`config.mk`:
```
export PLATFORM = sky130hd
export DESIGN_NAME = muldiv_unit
export DESIGN_NICKNAME = d
export VERILOG_FILES = /design/src/rtl/muldiv_unit.sv
export SDC_FILE = /design/constraint.sdc
export NUM_CORES = 1
export LEC_CHECK = 0
export BUFFER_PORTS_ARGS = -buffer_cell sky130_fd_sc_hd__buf_2
export CAP_MARGIN = 0
export CORE_ASPECT_RATIO = 0.5
export CORE_MARGIN = 4
export CORE_UTILIZATION = 38
export DETAILED_ROUTE_END_ITERATION = 12
export GPL_TIMING_DRIVEN = 0
export PLACE_DENSITY = 0.66
export SYNTH_ARGS = -nofsm -noshare
export SYNTH_HDL_FRONTEND = slang
export SYNTH_SLANG_ARGS = --single-unit
```
`constraint.sdc`:
```
create_clock -name clk -period 9.8 [get_ports clk]
set_input_delay 0.98 -clock clk [delete_from_list [all_inputs] [get_ports clk]]
set_output_delay 0.98 -clock clk [all_outputs]
set_load 0.02 [all_outputs]
```
`src/rtl/muldiv_unit.sv`:
```
// Iterative multiply/divide unit with architectural HI/LO registers.
// Radix-2 shift-add multiply and restoring divide, one bit per clock, then a sign-fix cycle.
module muldiv_unit #(
    parameter int WIDTH = 32,
    parameter int CNT_W = $clog2(WIDTH + 1)
) (
    input  logic             clk,
    input  logic             reset,
    input  logic             start,
    input  logic [2:0]       op,
    input  logic [WIDTH-1:0] srca,
    input  logic [WIDTH-1:0] srcb,
    input  logic             cancel,
    output logic             busy,
    output logic             done,
    output logic [WIDTH-1:0] hi,
    output logic [WIDTH-1:0] lo
);

    typedef enum logic [1:0] {IDLE, CALC, SIGN} state_t;

    state_t               state_q, state_d;
    logic [2*WIDTH-1:0]   acc_q, acc_d;
    logic [WIDTH-1:0]     opb_q, opb_d;
    logic                 is_div_q, is_div_d;
    logic                 neg_q, neg_d;
    logic                 neg_rem_q, neg_rem_d;
    logic                 dz_q, dz_d;
    logic [CNT_W-1:0]     cnt_q, cnt_d;
    logic [WIDTH-1:0]     hi_q, hi_d, lo_q, lo_d;
    logic                 done_q, done_d;

    logic                 is_signed, sa, sb;
    logic [WIDTH-1:0]     mag_a, mag_b;
    logic [WIDTH:0]       mul_sum, div_part, div_diff;
    logic [2*WIDTH-1:0]   mul_next, div_next, prod_fix;
    logic [WIDTH-1:0]     quot_fix, rem_fix;

    // MULT and DIV are the even opcodes; unsigned variants have op[0] set.
    assign is_signed = ~op[0];
    assign sa        = is_signed & srca[WIDTH-1];
    assign sb        = is_signed & srcb[WIDTH-1];
    assign mag_a     = sa ? -srca : srca;
    assign mag_b     = sb ? -srcb : srcb;

    // Multiply: multiplier sits in the low half and shifts out as the product shifts in.
    assign mul_sum  = {1'b0, acc_q[2*WIDTH-1:WIDTH]} + ({1'b0, opb_q} & {(WIDTH+1){acc_q[0]}});
    assign mul_next = {mul_sum, acc_q[WIDTH-1:1]};

    // Divide: remainder in the high half, dividend bits shift up while quotient bits fill in.
    assign div_part = {acc_q[2*WIDTH-1:WIDTH], acc_q[WIDTH-1]};
    assign div_diff = div_part - {1'b0, opb_q};
    assign div_next = div_diff[WIDTH] ? {div_part[WIDTH-1:0], acc_q[WIDTH-2:0], 1'b0}
                                      : {div_diff[WIDTH-1:0], acc_q[WIDTH-2:0], 1'b1};

    assign prod_fix = neg_q     ? -acc_q                  : acc_q;
    assign quot_fix = neg_q     ? -acc_q[WIDTH-1:0]       : acc_q[WIDTH-1:0];
    assign rem_fix  = neg_rem_q ? -acc_q[2*WIDTH-1:WIDTH] : acc_q[2*WIDTH-1:WIDTH];

    always_comb begin
        state_d   = state_q;
        acc_d     = acc_q;
        opb_d     = opb_q;
        is_div_d  = is_div_q;
        neg_d     = neg_q;
        neg_rem_d = neg_rem_q;
        dz_d      = dz_q;
        cnt_d     = cnt_q;
        hi_d      = hi_q;
        lo_d      = lo_q;
        done_d    = 1'b0;
        case (state_q)
            IDLE: begin
                if (start && !cancel) begin
                    if (!op[2]) begin
                        state_d   = CALC;
                        is_div_d  = op[1];
                        neg_d     = sa ^ sb;
                        neg_rem_d = sa;
                        dz_d      = op[1] && (srcb == '0);
                        opb_d     = op[1] ? mag_b : mag_a;
                        acc_d     = {{WIDTH{1'b0}}, (op[1] ? mag_a : mag_b)};
                        cnt_d     = '0;
                    end else if (op == 3'd4) begin
                        hi_d = srca;
                    end else if (op == 3'd5) begin
                        lo_d = srca;
                    end
                end
            end
            CALC: begin
                if (cancel) begin
                    state_d = IDLE;
                end else begin
                    acc_d = is_div_q ? div_next : mul_next;
                    cnt_d = cnt_q + CNT_W'(1);
                    if (cnt_q == CNT_W'(WIDTH - 1)) begin
                        state_d = SIGN;
                    end
                end
            end
            SIGN: begin
                state_d = IDLE;
                if (!cancel) begin
                    done_d = 1'b1;
                    if (!is_div_q) begin
                        {hi_d, lo_d} = prod_fix;
                    end else begin
                        // Divide by zero leaves an all-ones quotient; the remainder is the dividend.
                        lo_d = dz_q ? {WIDTH{1'b1}} : quot_fix;
                        hi_d = rem_fix;
                    end
                end
            end
            default: state_d = IDLE;
        endcase
    end

    always_ff @(posedge clk or posedge reset) begin
        if (reset) begin
            state_q   <= IDLE;
            acc_q     <= '0;
            opb_q     <= '0;
            is_div_q  <= 1'b0;
            neg_q     <= 1'b0;
            neg_rem_q <= 1'b0;
            dz_q      <= 1'b0;
            cnt_q     <= '0;
            hi_q      <= '0;
            lo_q      <= '0;
            done_q    <= 1'b0;
        end else begin
            state_q   <= state_d;
            acc_q     <= acc_d;
            opb_q     <= opb_d;
            is_div_q  <= is_div_d;
            neg_q     <= neg_d;
            neg_rem_q <= neg_rem_d;
            dz_q      <= dz_d;
            cnt_q     <= cnt_d;
            hi_q      <= hi_d;
            lo_q      <= lo_d;
            done_q    <= done_d;
        end
    end

    assign busy = (state_q != IDLE);
    assign done = done_q;
    assign hi   = hi_q;
    assign lo   = lo_q;

endmodule

```
; ---- Word level (Yosys, flattened, before mapping)
; Cells that the tools add are included.
[totals]
inputBits = 71
regBits = 173
[classes]
muxes = 38
n_reduce_logical = 13
n_addsub = 8
bitwise_logic = 6
n_eq_ne = 14
[op_table]
columns = op, count
row1 = 32-bit 2-to-1 mux, 18
row2 = 64-bit 2-to-1 mux, 6
row3 = 32-bit negator, 4
row4 = 32-bit one-hot mux with 2 select lines, 2
row5 = 64-bit one-hot mux with 2 select lines, 1
row6 = 64-bit negator, 1
row7 = 32-bit by 33-bit adder with 33-bit output, 1
row8 = 32-bit by 33-bit bitwise AND with 33-bit output, 1
row9 = 33-bit by 32-bit subtractor with 33-bit output, 1
row10 = 32-bit zero test, 1
row11 = 6-bit 2-to-1 mux, 3
row12 = 2-bit inequality test (second input constant), 8
row13 = 6-bit one-hot mux with 2 select lines, 1
row14 = 2-bit 2-to-1 mux, 4
row15 = 6-bit by 1-bit adder with 6-bit output (second input constant), 1
row16 = 3-bit == test (second input constant), 2
row17 = 6-bit by 5-bit == test with 1-bit output (second input constant), 1
row18 = 3-bit AND reduction, 2
row19 = 6-bit AND reduction, 1
row20 = 2-bit nonzero test, 3
row21 = 5-bit AND reduction, 1
row22 = 2-bit one-hot mux with 2 select lines, 1
row23 = 4-bit AND reduction, 1
row24 = 3-bit inequality test (second input constant), 1
row25 = other kinds (9), 13

; ---- Depth between registers and ports, before layout
[depth]
ltp_word = 7
ltp_mapped = 15
depth_no_buf = 13

; ---- Least setup slack after synthesis
; Ideal clock, no wire load.
[synth_timing]
path_kind = register -> register
from = reg acc_q[0]
to = reg acc_q[63]
slack_ps = 6418
period_less_slack_ps = 3382
setup_ps = 121
path_stages_with_launch = 15
arrival_time_ps = 3261
path_buffers = 2
cell_sequence = dfrtp_1 clkbuf_1 inv_1 clkbuf_1 nor2_1 ha_1 and3_1 a221o_1 a31oi_1 o32ai_1 nor3_1 o31ai_1 a2111oi_0 nor3_1 a22o_1
[synth_via]
elab_chain_cells = 5
[synth_rtl]
columns = element, line_no
row1 = "start, declared", 23  ; logic [2*WIDTH-1:0] acc_q, acc_d;
row2 = "start signal, assigned", 122  ; acc_q <= '0;
row3 = "start signal, assigned", 134  ; acc_q <= acc_d;
row4 = 32-bit by 33-bit bitwise AND with 33-bit output, 47  ; assign mul_sum = {1'b0, acc_q[2*WIDTH-1:WIDTH]} + ({1'b0, opb_q} & {(WIDTH+1){acc_q[0]}});
row5 = 32-bit by 33-bit adder with 33-bit output, 47
row6 = 64-bit 2-to-1 mux, 95  ; acc_d = is_div_q ? div_next : mul_next;
row7 = 64-bit 2-to-1 mux, 92  ; if (cancel) begin
row8 = 64-bit one-hot mux with 2 select lines, 72  ; case (state_q)
; No other way between the ends. The select of a mux whose other input is x is not followed.
; A chain may end at the register's enable or synchronous reset.

; ---- Worst setup path in the final report
; Ends and elaborated chain as after synthesis.

==> run metrics <==
first-pass GRT wire length 91000 um; Worst setup EP type register; reg2reg setup slack 5.30 ns; cell taking the most area after synthesis dfrtp_1; vias per cell 6.05; fmax 222 MHz; Slew Limit Fails 0; Clock Sinks 173; Fin. Hold Viols 0; final wirelength 60900 um; yosys warns 0; Clock Latency Late Sink 0.47 ns; die area 0.0437 mm^2; register area share after synthesis 28.3%; CP arrival 4.85 ns; drt initial violations 2168; worst hold path class register to register; Peak VDD IR 124 uV; status completed; syn nets 2125; r2r startpoint acc_q[0]; Final Hold Slack 0.481 ns; Final Cycle Share 45.9%; hold_buf cts 0; setup tns final 0 ns; Cell variety after synth 86; vias in the first global route 14800; CTS tree built; HP Start hi[24]; antenna violations before repair 0; Post-CTS Setup Inserts 0; initial core utilization 38.9%; Area contributors post-synth dfrtp_1 (28%), a21oi_1 (6.8%), xnor2_1 (6.2%), o21ai_0 (6.1%), ha_1 (5.6%); Syn Inst Count 1983; Avg Cell Area, Syn 7.72 um^2; via count 16200; Least-Margin Pin Slew 1.23 ns; cell area after synthesis 0.0153 mm^2; Final min period 4.50 ns; chip height 150 um; ys async rst share 100%; Remaining DRCs 0; CP max FO 10; Final ANT Viol Nets 0; RSZ-0062 raised after global routing no; IO Pins 137; chip width 292 um; kind of critical path register to register; relative max-transition margin 17.5%; final global-route overflow total 0; Setup-failing EPs final 0; Core Footprint 0.0393 mm^2; drt wl/cell 22.8 um; EDFF count, synth 0; top-count cell post-synth nor2_1; Final Skew 0.0112 ns; predominant post-synthesis flop cell dfrtp_1; pwr dens 278 mW/mm^2; Area Overhead vs Synth 13.0%; largest net degree at the start of global routing 100; row count 51; FF+latch count, synth 173; Pre-antenna DRT Iters 8; WHS Path Cells 2; R2R depth 14; Reg clk slew, reported paths 0.08 ns; slowest stage delay, CP 0.64 ns; footprint of the multi-input gates 0.0102 mm^2; Register Area 0.00433 mm^2; port bufs 132; Slowest-stage cell, CP clkbuf_1; reg-to-reg endpoint acc_q[63]; Post-synth top cells nor2_1 (210), a21oi_1 (209), nand2_1 (196); CTS Buffer Depth 2; Hold Crit Endpoint hi[24]; share of cells above drive strength 1 10.3%; ANT cells 0; total CTS buffers 17; CP Cell Sequence clkbuf_1 -> inv_1 -> clkbuf_1 -> nor2_1 -> ha_1 -> and3_1 -> a221o_1 -> a31oi_1 -> o32ai_1 -> nor3_1 -> o31ai_1 -> a2111oi_0 -> nor3_1 -> a22o_1; MaxCap Viol Count 0; CTS H-Tree Depth 4; post-cts sizing count 0; dpl hpwl 47900 um; P_leak 0.00746 uW; CP required 10.15 ns; fill count 4054; Placer Congestion 0.979; Util after Layout 44.0%; CTS Root Buffer Type clkbuf_16; fin nets 2277; Global Route Usage Sum 27.1%; Yosys top cell area share 28.3%; Worst setup SP type register
## cells by family (layout without fill, tap and decap cells)
family | Yosys count | count (layout) | synth area share [%]
compound gates | 669 | 669 | 26.4
xor+xnor | 163 | 163 | 9.33
fa+ha+maj | 71 | 71 | 5.90
buf+inv | 189 | 354 | 4.92
flops | 173 | 173 | 28.3
mux | 68 | 68 | 4.55
simple gates | 650 | 650 | 20.6
## routing by layer
metal / track usage (%) / vias to the layer above / wire (um)
li1: - / 7429 / -
met1: 38.3 / 7916 / 27000
met2: 41.3 / 754 / 26400
met3: 7.12 / 94 / 5950
met4: 6.76 / 0 / 1540
met5: 0 / - / 0
## sequential cells by signal (all words and copies together) (netlist names)
| signal | count |
|---|---|
| dz_q | 1 |
| opb_q | 32 |
| is_div_q | 1 |
| cnt_q | 6 |
| hi | 32 |
| acc_q | 64 |
| state_q | 2 |
| done | 1 |
| neg_rem_q | 1 |
| neg_q | 1 |
| lo | 32 |
## power by group
part	leakage (uW)	switching (uW)	internal, uW
Sequential	0.00217	274	904
Combinational	0.00499	1800	1070
Clock	0.000301	348	412
Total	0.00746	2420	2390
## worst max-delay path by stage
stage | start | endpoint | slack [ns]
after floorplan | reset | acc_q[0] | 4.13
after global placement | reset | acc_q[48] | 1.67
after detailed placement | acc_q[0] | acc_q[63] | 5.52
after CTS | acc_q[0] | acc_q[63] | 5.48
after global routing | acc_q[0] | acc_q[63] | 5.08
final | acc_q[0] | acc_q[63] | 5.30
## critical path, delay by kind of cell, from the launching register on
kind,cells,cell delay [ns]
AOI/OAI and AO/OA,6,1.54
buffers and inverters,3,1.18
and+or+nand+nor,4,0.99
adders and majority gates,1,0.33
DFF,1,0.32
## per-stage QoR
step,power (uW),worst slack (ns),cell area [um^2],std cells
after floorplan,3140,4.13,15300,1983
after global placement,3940,1.67,16600,2645
after detailed placement,3970,5.52,16700,2646
after CTS,4730,5.48,17300,2678
after global routing,5090,5.08,17300,2678
final,4810,5.30,17300,2678
## layout make-up
class,count,share of cell area [%]
multi-input combinational,1621,59.1
sequential,173,25.0
timing repair buffer,133,3.98
tap,530,3.84
buffer,127,3.01
clock buffer,17,2.46
inverter,62,1.39
clock inverter,15,1.14
## placed cells by master, fill, tap and decap left out, types with 16 or more instances in the layout
cell type / count
nor2_1: 210
nor3_1: 50
nand2_1: 196
clkbuf_16: 17
ha_1: 69
or3_1: 16
nand3_1: 37
dfrtp_1: 173
o31ai_1: 28
o21ai_1: 31
mux2i_1: 62
a31oi_1: 17
o211ai_1: 21
o21ai_0: 185
xor2_1: 54
nand2b_1: 23
clkbuf_1: 107
xnor2_1: 109
o22ai_1: 31
a21oi_1: 209
buf_2: 135
inv_1: 59
nor4_1: 16
a21o_1: 35
Note: power is estimated with default switching activity, not from simulation.
